--- src/rtl/ex_pkg.sv ---
// Shared EX constants: weight-fetch FSM encodings, default segment geometry
// and skid FIFO depth.
package ex_pkg;
  localparam int EX_HEIGHT      = 32;
  localparam int EX_BITSIZE     = 14;
  localparam int EX_IDXW        = 10;
  localparam int EX_WFIFO_DEPTH = 2;

  typedef logic [1:0] wf_state_t;
  localparam wf_state_t WF_IDLE  = 2'd0;
  localparam wf_state_t WF_FETCH = 2'd1;
  localparam wf_state_t WF_DRAIN = 2'd2;
endpackage

--- src/rtl/ex_wfetch_skid_fifo.sv ---
// Two-entry skid FIFO for the weight stream; head is visible combinationally
// and occupancy is exported so the issuer can gate reads.
module ex_wfetch_skid_fifo
  import ex_pkg::*;
#(
  parameter int W = 16
) (
  input  logic         clk,
  input  logic         rst,
  input  logic         push,
  input  logic [W-1:0] din,
  input  logic         pop,
  output logic [W-1:0] dout,
  output logic         empty,
  output logic [1:0]   occ
);
  logic [EX_WFIFO_DEPTH-1:0][W-1:0] mem;
  logic wp, rp;
  logic do_push, do_pop, full;

  assign empty   = (occ == 2'd0);
  assign full    = (occ == 2'(EX_WFIFO_DEPTH));
  assign do_pop  = pop & ~empty;
  assign do_push = push & (~full | do_pop);
  assign dout    = mem[rp];

  always_ff @(posedge clk or posedge rst) begin
    if (rst) begin
      mem <= '0;
      wp  <= 1'b0;
      rp  <= 1'b0;
      occ <= 2'd0;
    end else begin
      if (do_push) begin
        mem[wp] <= din;
        wp      <= ~wp;
      end
      if (do_pop) rp <= ~rp;
      occ <= occ + {1'b0, do_push} - {1'b0, do_pop};
    end
  end
endmodule

--- src/rtl/ex_weights_fetch_ctrl.sv ---
// Streams a block of weights out of one weight-memory segment onto a valid/ready
// stream. Optional w_zero output is enabled by EX_WFETCH_ZERO_FLAG_EN.
module ex_weights_fetch_ctrl
  import ex_pkg::*;
#(
  parameter int HEIGHT  = EX_HEIGHT,
  parameter int BITSIZE = EX_BITSIZE,
  parameter int IDXW    = EX_IDXW
) (
  input  logic                      clk,
  input  logic                      rst,
  input  logic                      start,
  input  logic [IDXW-1:0]           base_addr,
  input  logic [IDXW:0]             count,
  output logic                      mem_en,
  output logic                      mem_rd,
  output logic [IDXW-1:0]           mem_index,
  input  logic [BITSIZE-1:0]        mem_data,
  output logic                      w_valid,
  input  logic                      w_ready,
  output logic signed [BITSIZE-1:0] w_data,
  output logic                      w_last,
  output logic                      busy,
  output logic                      done
`ifdef EX_WFETCH_ZERO_FLAG_EN
  ,
  output logic                      w_zero
`endif
);
`ifdef EX_WFETCH_ZERO_FLAG_EN
  localparam int PW = BITSIZE + 2;
`else
  localparam int PW = BITSIZE + 1;
`endif

  wf_state_t       state;
  logic [IDXW:0]   issued, cnt;
  logic [IDXW-1:0] rd_idx;
  logic            inflight, inflight_last, done_q;
  logic [1:0]      occ;
  logic            fifo_empty, pop, issue, issue_last;
  logic [PW-1:0]   push_data, head;

  assign pop = w_valid & w_ready;

  // Occupancy after this cycle's pop plus the read already in flight must
  // leave a slot for the word this read returns.
  assign issue = (state == WF_FETCH) && (issued < cnt) &&
                 (({1'b0, occ} + {2'b0, inflight}) < (3'd2 + {2'b0, pop}));
  assign issue_last = issue && ((issued + (IDXW+1)'(1)) == cnt);

  assign mem_en    = issue;
  assign mem_rd    = issue;
  assign mem_index = rd_idx;

  always_ff @(posedge clk or posedge rst) begin
    if (rst) begin
      state         <= WF_IDLE;
      issued        <= '0;
      cnt           <= '0;
      rd_idx        <= '0;
      inflight      <= 1'b0;
      inflight_last <= 1'b0;
      done_q        <= 1'b0;
    end else begin
      done_q        <= 1'b0;
      inflight      <= issue;
      inflight_last <= issue_last;
      case (state)
        WF_IDLE: begin
          // done_q high means busy is still asserted, so start is ignored
          if (start && !done_q) begin
            if (count == '0) begin
              done_q <= 1'b1;
            end else begin
              state  <= WF_FETCH;
              issued <= '0;
              cnt    <= count;
              rd_idx <= base_addr;
            end
          end
        end
        WF_FETCH: begin
          if (issue) begin
            issued <= issued + (IDXW+1)'(1);
            rd_idx <= (rd_idx == IDXW'(HEIGHT-1)) ? '0 : rd_idx + IDXW'(1);
            if (issue_last) state <= WF_DRAIN;
          end
        end
        WF_DRAIN: begin
          if (pop && w_last) begin
            state  <= WF_IDLE;
            done_q <= 1'b1;
          end
        end
        default: state <= WF_IDLE;
      endcase
    end
  end

`ifdef EX_WFETCH_ZERO_FLAG_EN
  assign push_data = {(mem_data == '0), mem_data, inflight_last};
  assign w_zero    = head[PW-1] & w_valid;
`else
  assign push_data = {mem_data, inflight_last};
`endif

  ex_wfetch_skid_fifo #(.W(PW)) u_fifo (
    .clk   (clk),
    .rst   (rst),
    .push  (inflight),
    .din   (push_data),
    .pop   (pop),
    .dout  (head),
    .empty (fifo_empty),
    .occ   (occ)
  );

  assign w_valid = ~fifo_empty;
  assign w_data  = head[BITSIZE:1];
  assign w_last  = head[0] & w_valid;
  assign done    = done_q;
  assign busy    = (state != WF_IDLE) | done_q;
endmodule

--- config.mk ---
export PLATFORM = sky130hd
export DESIGN_NAME = ex_weights_fetch_ctrl
export DESIGN_NICKNAME = d
export VERILOG_FILES = /design/src/rtl/ex_pkg.sv /design/src/rtl/ex_wfetch_skid_fifo.sv /design/src/rtl/ex_weights_fetch_ctrl.sv
export SDC_FILE = /design/constraint.sdc
export NUM_CORES = 1
export LEC_CHECK = 0
export ABC_AREA = 1
export ABC_CLOCK_PERIOD_IN_PS = 2160
export BUFFER_PORTS_ARGS = -buffer_cell sky130_fd_sc_hd__buf_2
export CAP_MARGIN = 20
export CELL_PAD_IN_SITES_DETAIL_PLACEMENT = 2
export CELL_PAD_IN_SITES_GLOBAL_PLACEMENT = 2
export CORE_UTILIZATION = 32
export CTS_CLUSTER_DIAMETER = 100
export DETAILED_ROUTE_END_ITERATION = 12
export GPL_ROUTABILITY_DRIVEN = 0
export GPL_TIMING_DRIVEN = 0
export PLACE_DENSITY_LB_ADDON = 0.1
export SLEW_MARGIN = 10
export SYNTH_ARGS = -nofsm -noshare
export SYNTH_HDL_FRONTEND = slang
export SYNTH_SLANG_ARGS = --single-unit
export TNS_END_PERCENT = 50
--- constraint.sdc ---
create_clock -name clk -period 2.16 [get_ports clk]
set_input_delay 0.108 -clock clk [delete_from_list [all_inputs] [get_ports clk]]
set_output_delay 0.108 -clock clk [all_outputs]
set_load 0.05 [all_outputs]
==> run summary, run 1 <==
Status = finished with violations
Failing checks = negative setup slack
Startpoint types = flop
Slew HR = 59.4%
Clock Skews = 4.87 ps
Vias = 4,202
Commonest non-fill, non-tap cell in the layout = nand2_1
Post-layout net count = 730
Hold Crit Class = input port to flop
GRT Overall Usage = 22.3%
Multi-input gate area = 2090 um^2
Clock Tree Root = clkbuf_16
Setup crit end kind = output pin
Max Buffers Root-to-Sink = 2
Fmax = 453 MHz
Largest net degree at the start of global routing = 48
Final core utilization = 42.0%
Total CTS buffers = 9
Worst Path Required = 2050 ps
First-pass GRT wire length = 22,300 um
Vias in the first global route = 4,413
Die X = 116 um
Seq/Total Area, Yosys = 43.0%
Initial antenna violation count = 0
Largest cells by area after synthesis = dfrtp_1, nand2_1, nand3_1
Fraction of registers with async set/reset = 100%
Most frequent cells in the layout = nand2_1, buf_2, dfrtp_1
Synthesized area per cell = 7.17 um^2
Final WL = 14,800 um
Clk slew on worst S/H paths = 60 ps
Register-to-register setup slack = 40 ps
Pwr Density = 1660 nW/um^2
Layout area overhead = 28.2%
PortBufs = 68
Max Cap Viol = 0
I/O Pins = 69
CTS tree = built
Post-Syn Nets = 633
Area leader, netlist = dfrtp_1
Distinct cell type count after synthesis = 29
DRC Markers = 0
Worst vdd ir = 0.000449 V
Die height = 116 um
DR iter-0 viols = 148
Post-DP HPWL = 10,300 um
DR WL/cell = 17.4 um
Post-Syn Area = 4140 um^2
Initial Utilization = 32.8%
Number of synthesized register bits = 71
Period minus WS final = 2210 ps
Hold depth = 3
Ys Warns = 0
Placed cell area = 4720 um^2
FILL cells = 1,493
Final Hold Fails = 0
Congestion Overflow GR = 0
Clock Latency Late Sink = 350 ps
Critical setup path kind = flop to output pin
Setup violations, final = 1
Dominant register cell in the synthesized netlist = dfrtp_1
Slew @ Worst Pin = 609 ps
Share of layout cells above drive strength 1 = 23.2%
EDFF count, synth = 0
H-tree lvl count = 3
Area share of the largest cell type after synthesis = 43.0%
Pre-Repair DR Iteration Count = 4
Post-route setup slack = -48.7 ps
R2R depth = 14
Final-report max-slew violation count = 0
Register area = 1790 um^2
Routed Antenna Nets = 0
Crit-path max FO = 4
Die area = 13,400 um^2
RSZ-0062 raised after global routing = true
Number of antenna diodes = 0
CTS sink count = 71
Post-synthesis instance total = 577
Core area = 12,600 um^2
DR vias/cell = 4.94
WP data arrival = 2100 ps
Fin crit share = 102%
Leakage power = 2.81 nW
Row count = 41
Finished Cell Area = 5300 um^2
layout make-up:
class	count	share of cell area, %
clock buffers	10	4.51
multi-input cells	421	39.4
repair buffers	87	9.91
plain buffers	19	2.27
flip-flops and latches	71	33.7
inverters	65	4.65
clock inverters	5	1.56
well taps	172	4.06
where the power goes:
part	total, mW	switching, mW	internal [mW]
registers	2.24	0.394	1.84
clock network	1.64	0.608	1.04
logic	4.93	3.31	1.62
repair_timing:
action	in CTS	in global routing
setup buffers	8	9
hold buffers	1	0
gates resized for setup	19	23
endpoints found under the hold margin	24	0
endpoints found under the setup margin	15	29
pin swaps	2	5
gates cloned	0	0
per-layer routing:
layer / part of all wire (%) / vias to the layer above / track usage (%)
li1: - / 2027 / -
met1: 44 / 2106 / 28.6
met2: 51 / 55 / 38.2
met3: 2.7 / 14 / 3.09
met4: 1.6 / 0 / 8.55
met5: 0 / - / 0
flip-flops by register name, summed over array words and instances (netlist names):
register       flops
state              2
mem_index         10
done               1
u_fifo.mem        30
cnt               11
u_fifo.wp          1
inflight           1
u_fifo.rp          1
issued            11
u_fifo.occ         2
inflight_last      1
cells by family (layout without fill, tap and decap cells):
group	after synthesis	count (layout)	synth area share, %
buffers and inverters	85	186	8.56
AOI/OAI and AO/OA	61	61	7.89
xor gates and xnor gates	4	4	0.847
and+or+nand+nor	339	339	34.6
adders and majority gates	17	17	5.14
DFF	71	71	43.0
worst paths after layout:
check / from / to
worst max-delay path: cnt[9] / mem_rd
worst min-delay path: count[0] / cnt[0]
worst max register to register: cnt[9] / issued[10]
worst min register to register: u_fifo.mem[21] / u_fifo.mem[21]
max in group asynchronous: rst / issued[10]
min in group asynchronous: rst / mem_index[2]
through the flow:
stage	TNS, ps	hold WS [ps]	power (mW)	std cells	worst slack, ps
floorplan	0	252	5.35	577	219
global placement	-60650	373	6.40	817	-858
detailed placement	-229	129	6.61	818	-108
CTS	-26.7	18.6	8.58	841	-26.7
global route	-1520	37.0	9.41	850	-128
finish	-48.7	27.2	8.81	850	-48.7
worst max-delay path, cell delays in order, from the launching register on:
cell and delay, ps:
dfrtp_1 410, inv_2 130, ha_4 230, nand2_4 70, inv_2 40, nand3_1 60
nand4_1 100, nor2_2 180, nand2_2 110, inv_2 70, buf_6 130, buf_6 100
buf_8 130
cells in the mapped netlist, types with 2 or more instances:
master / n
nor3_1: 2
nand2_2: 4
o21ai_0: 42
a21oi_1: 15
ha_1: 17
nand4_1: 9
buf_2: 4
nand2_1: 212
nor2_2: 4
inv_1: 62
or2_2: 2
dfrtp_1: 71
inv_2: 2
nor2_1: 42
nand2_4: 3
nor4_1: 2
buf_6: 3
buf_4: 2
clkbuf_1: 11
xor2_1: 3
nand3_1: 57
Note: power is estimated with default switching activity, not from simulation.
==> run 2, diff against run 1 <==
--- a/config.mk
+++ b/config.mk
@@ -9,14 +9,11 @@
 export ABC_CLOCK_PERIOD_IN_PS = 2160
 export BUFFER_PORTS_ARGS = -buffer_cell sky130_fd_sc_hd__buf_2
 export CAP_MARGIN = 20
-export CELL_PAD_IN_SITES_DETAIL_PLACEMENT = 2
-export CELL_PAD_IN_SITES_GLOBAL_PLACEMENT = 2
-export CORE_UTILIZATION = 32
+export CORE_UTILIZATION = 35
 export CTS_CLUSTER_DIAMETER = 100
 export DETAILED_ROUTE_END_ITERATION = 12
 export GPL_ROUTABILITY_DRIVEN = 0
 export GPL_TIMING_DRIVEN = 0
-export PLACE_DENSITY_LB_ADDON = 0.1
 export SLEW_MARGIN = 10
 export SYNTH_ARGS = -nofsm -noshare
 export SYNTH_HDL_FRONTEND = slang
==> run 2 against run 1 <==
The run now ends clean. Sequential power shrank 3%. Hold slack improved by 2.5 ps. Clock skew up 3.2 ps. Clock-buffer cell count did not move. Wire length fell by 29%. Cell count down 3.5%. Worst setup slack gained 180 ps. Total power is 7.5% lower. Critical endpoint is now issued[2]. Highest routed layer unchanged.
==> run summary, run 2 (synthesis results as in run 1) <==
Status = finished clean
Crit Reg-Reg Endpoint = issued[2]
R2R depth = 12 (-2)
First-pass GRT wire length = 17,700 um (-21%)
Pwr Density = 1580 nW/um^2 (-5.2%)
Worst Path Required = 2390 ps (+340 ps)
Final Hold Fails = 0 (unchanged)
Routed Antenna Nets = 0 (unchanged)
Reg with most FFs = u_fifo.mem
Hold_sp = mem_data[0]
DR vias/cell = 4.77 (-3.6%)
Max Cap Viol = 0 (unchanged)
Congestion Overflow GR = 0 (unchanged)
H-tree lvl count = 3 (unchanged)
I/O Pins = 69 (unchanged)
Clock Skews = 8.09 ps (+3.22 ps)
Post-DP HPWL = 7480 um (-27%)
Post-layout net count = 728 (-0.27%)
Setup violations, final = 0 (-1)
Total CTS buffers = 9 (unchanged)
Final WL = 10,500 um (-29%)
Final non-filler cell total = 820 (-3.5%)
Die height = 111 um (-4.3%)
Leakage power = 2.78 nW (-1.0%)
Layout area overhead = 25.0%
Vias in the first global route = 3,668 (-17%)
WP data arrival = 2260 ps (+160 ps)
Number of antenna diodes = 0 (unchanged)
Slew HR = 65.4% (+5.9 points)
Share of layout cells above drive strength 1 = 22.0% (-1.1 points)
DRC Markers = 0 (unchanged)
Clock Latency Late Sink = 340 ps (about the same)
Fmax = 493 MHz (+8.8%)
Most frequent cells in the layout = nand2_1, buf_2, dfrtp_1
Biggest registers after layout = u_fifo.mem (30), cnt (11), issued (11)
# placed instances = 789 (-3.5%)
Initial Utilization = 36.1% (+3.3 points)
Register-to-register setup slack = 130 ps (+90 ps)
Critical setup path kind = flop to flop
Commonest non-fill, non-tap cell in the layout = nand2_1
Die X = 111 um (-4.3%)
PortBufs = 68 (unchanged)
DR WL/cell = 12.8 um (-26%)
Clk slew on worst S/H paths = 60 ps (about the same)
Period minus WS final = 2030 ps (-179 ps)
Startpoint types = flop
Core area = 11,500 um^2 (-9.1%)
Hold Crit Class = input port to flop
Hold depth = 3 (unchanged)
Number of flip-flops in the largest register = 30 (unchanged)
Initial antenna violation count = 0 (unchanged)
Slew @ Worst Pin = 520 ps (-89.2 ps)
Pre-Repair DR Iteration Count = 4 (unchanged)
Die area = 12,300 um^2 (-8.4%)
Setup crit end kind = flop
Vias = 3,908 (-7.0%)
CTS tree = built
Critical R2R Launch = issued[6]
Final-report max-slew violation count = 0 (unchanged)
Crit-path max FO = 10 (+6)
Row count = 39 (-4.9%)
DR iter-0 viols = 210 (+42%)
WHS Endpoint = u_fifo.mem[1]
Clock Tree Root = clkbuf_16
Fin crit share = 94.0% (-8.3 points)
Largest net degree at the start of global routing = 43 (-10%)
Max Buffers Root-to-Sink = 2 (unchanged)
CTS sink count = 71 (unchanged)
GRT Overall Usage = 18.0% (-4.4 points)
FILL cells = 1,164 (-22%)
Setup TNS = 0 ps (+48.7 ps)
Worst vdd ir = 0.000965 V (+110%)
## run 2: worst max path at each step
stage                          from            to  slack (ps)  cells after the start
after floorplan           issued[9]        mem_rd         220                     10
after global placement          rst  mem_index[1]        -830                      2
after detailed placement     cnt[2]        mem_rd         -10                     12
after CTS                 issued[5]        mem_rd          10                     11
after global routing         cnt[6]     issued[2]          -7                     13
final                     issued[6]     issued[2]         130                     12
## run 2: what timing repair did
action / 4_1_cts / 5_1_grt
hold endpoints to repair: 29 / 0
pin swaps: 2 / 7
buffers inserted: 11 / 4
gates resized for setup: 13 / 19
endpoints found under the setup margin: 2 / 35
cloned: 0 / 0
hold buffers: 1 / 0
## run 2: worst max-delay path: stages, from the launching register on
cell and delay (ps):
dfrtp_2 410, ha_1 300, a21o_1 160, nor2_1 90, nand2_1 80, nand2_1 100, nand2_2 80, buf_4 150
a21oi_4 200, nand2_4 90, buf_6 150, nand2_1 60, nand2_1 50
## run 2: cell type report
type / instances / area, um^2 / share of cell area (%)
Clock inverter: 6 / 43.8 / 0.847
Multi-Input combinational cell: 421 / 2060 / 39.9
Buffer: 19 / 110 / 2.13
Inverter: 65 / 249 / 4.81
Timing Repair Buffer: 85 / 503 / 9.73
Sequential cell: 71 / 1780 / 34.5
Tap cell: 143 / 179 / 3.46
Clock buffer: 10 / 239 / 4.62
## run 2: routing by layer
metal	part of all wire, %	global-route usage (%)	vias up
li1	-	-	2025
met3	3.9	3.77	10
met2	47	29.2	78
met4	1.5	5.96	0
met1	48	23.8	1795
met5	0	0	-
## run 2: per-stage QoR
step	cell area (um^2)	setup WS [ps]	power [mW]	utilization, %	hold slack, ps
6_report	5170	130	8.15	45.1	29.8
5_1_grt	5170	-6.75	8.77	45.1	46.7
4_1_cts	5080	13.5	8.10	44.3	24.2
3_5_place_dp	4690	-12.2	6.36	40.9	137
3_3_place_gp	4660	-829	6.29	40.6	371
2_1_floorplan	4140	219	5.35	-	252
## run 2: report_power, final
part	switching [mW]	internal [mW]	leakage (nW)	total, mW
sequential	0.342	1.84	0.876	2.18
combinational	3.05	1.48	1.77	4.53
clock	0.617	0.815	0.139	1.43
total	4.01	4.14	2.78	8.15
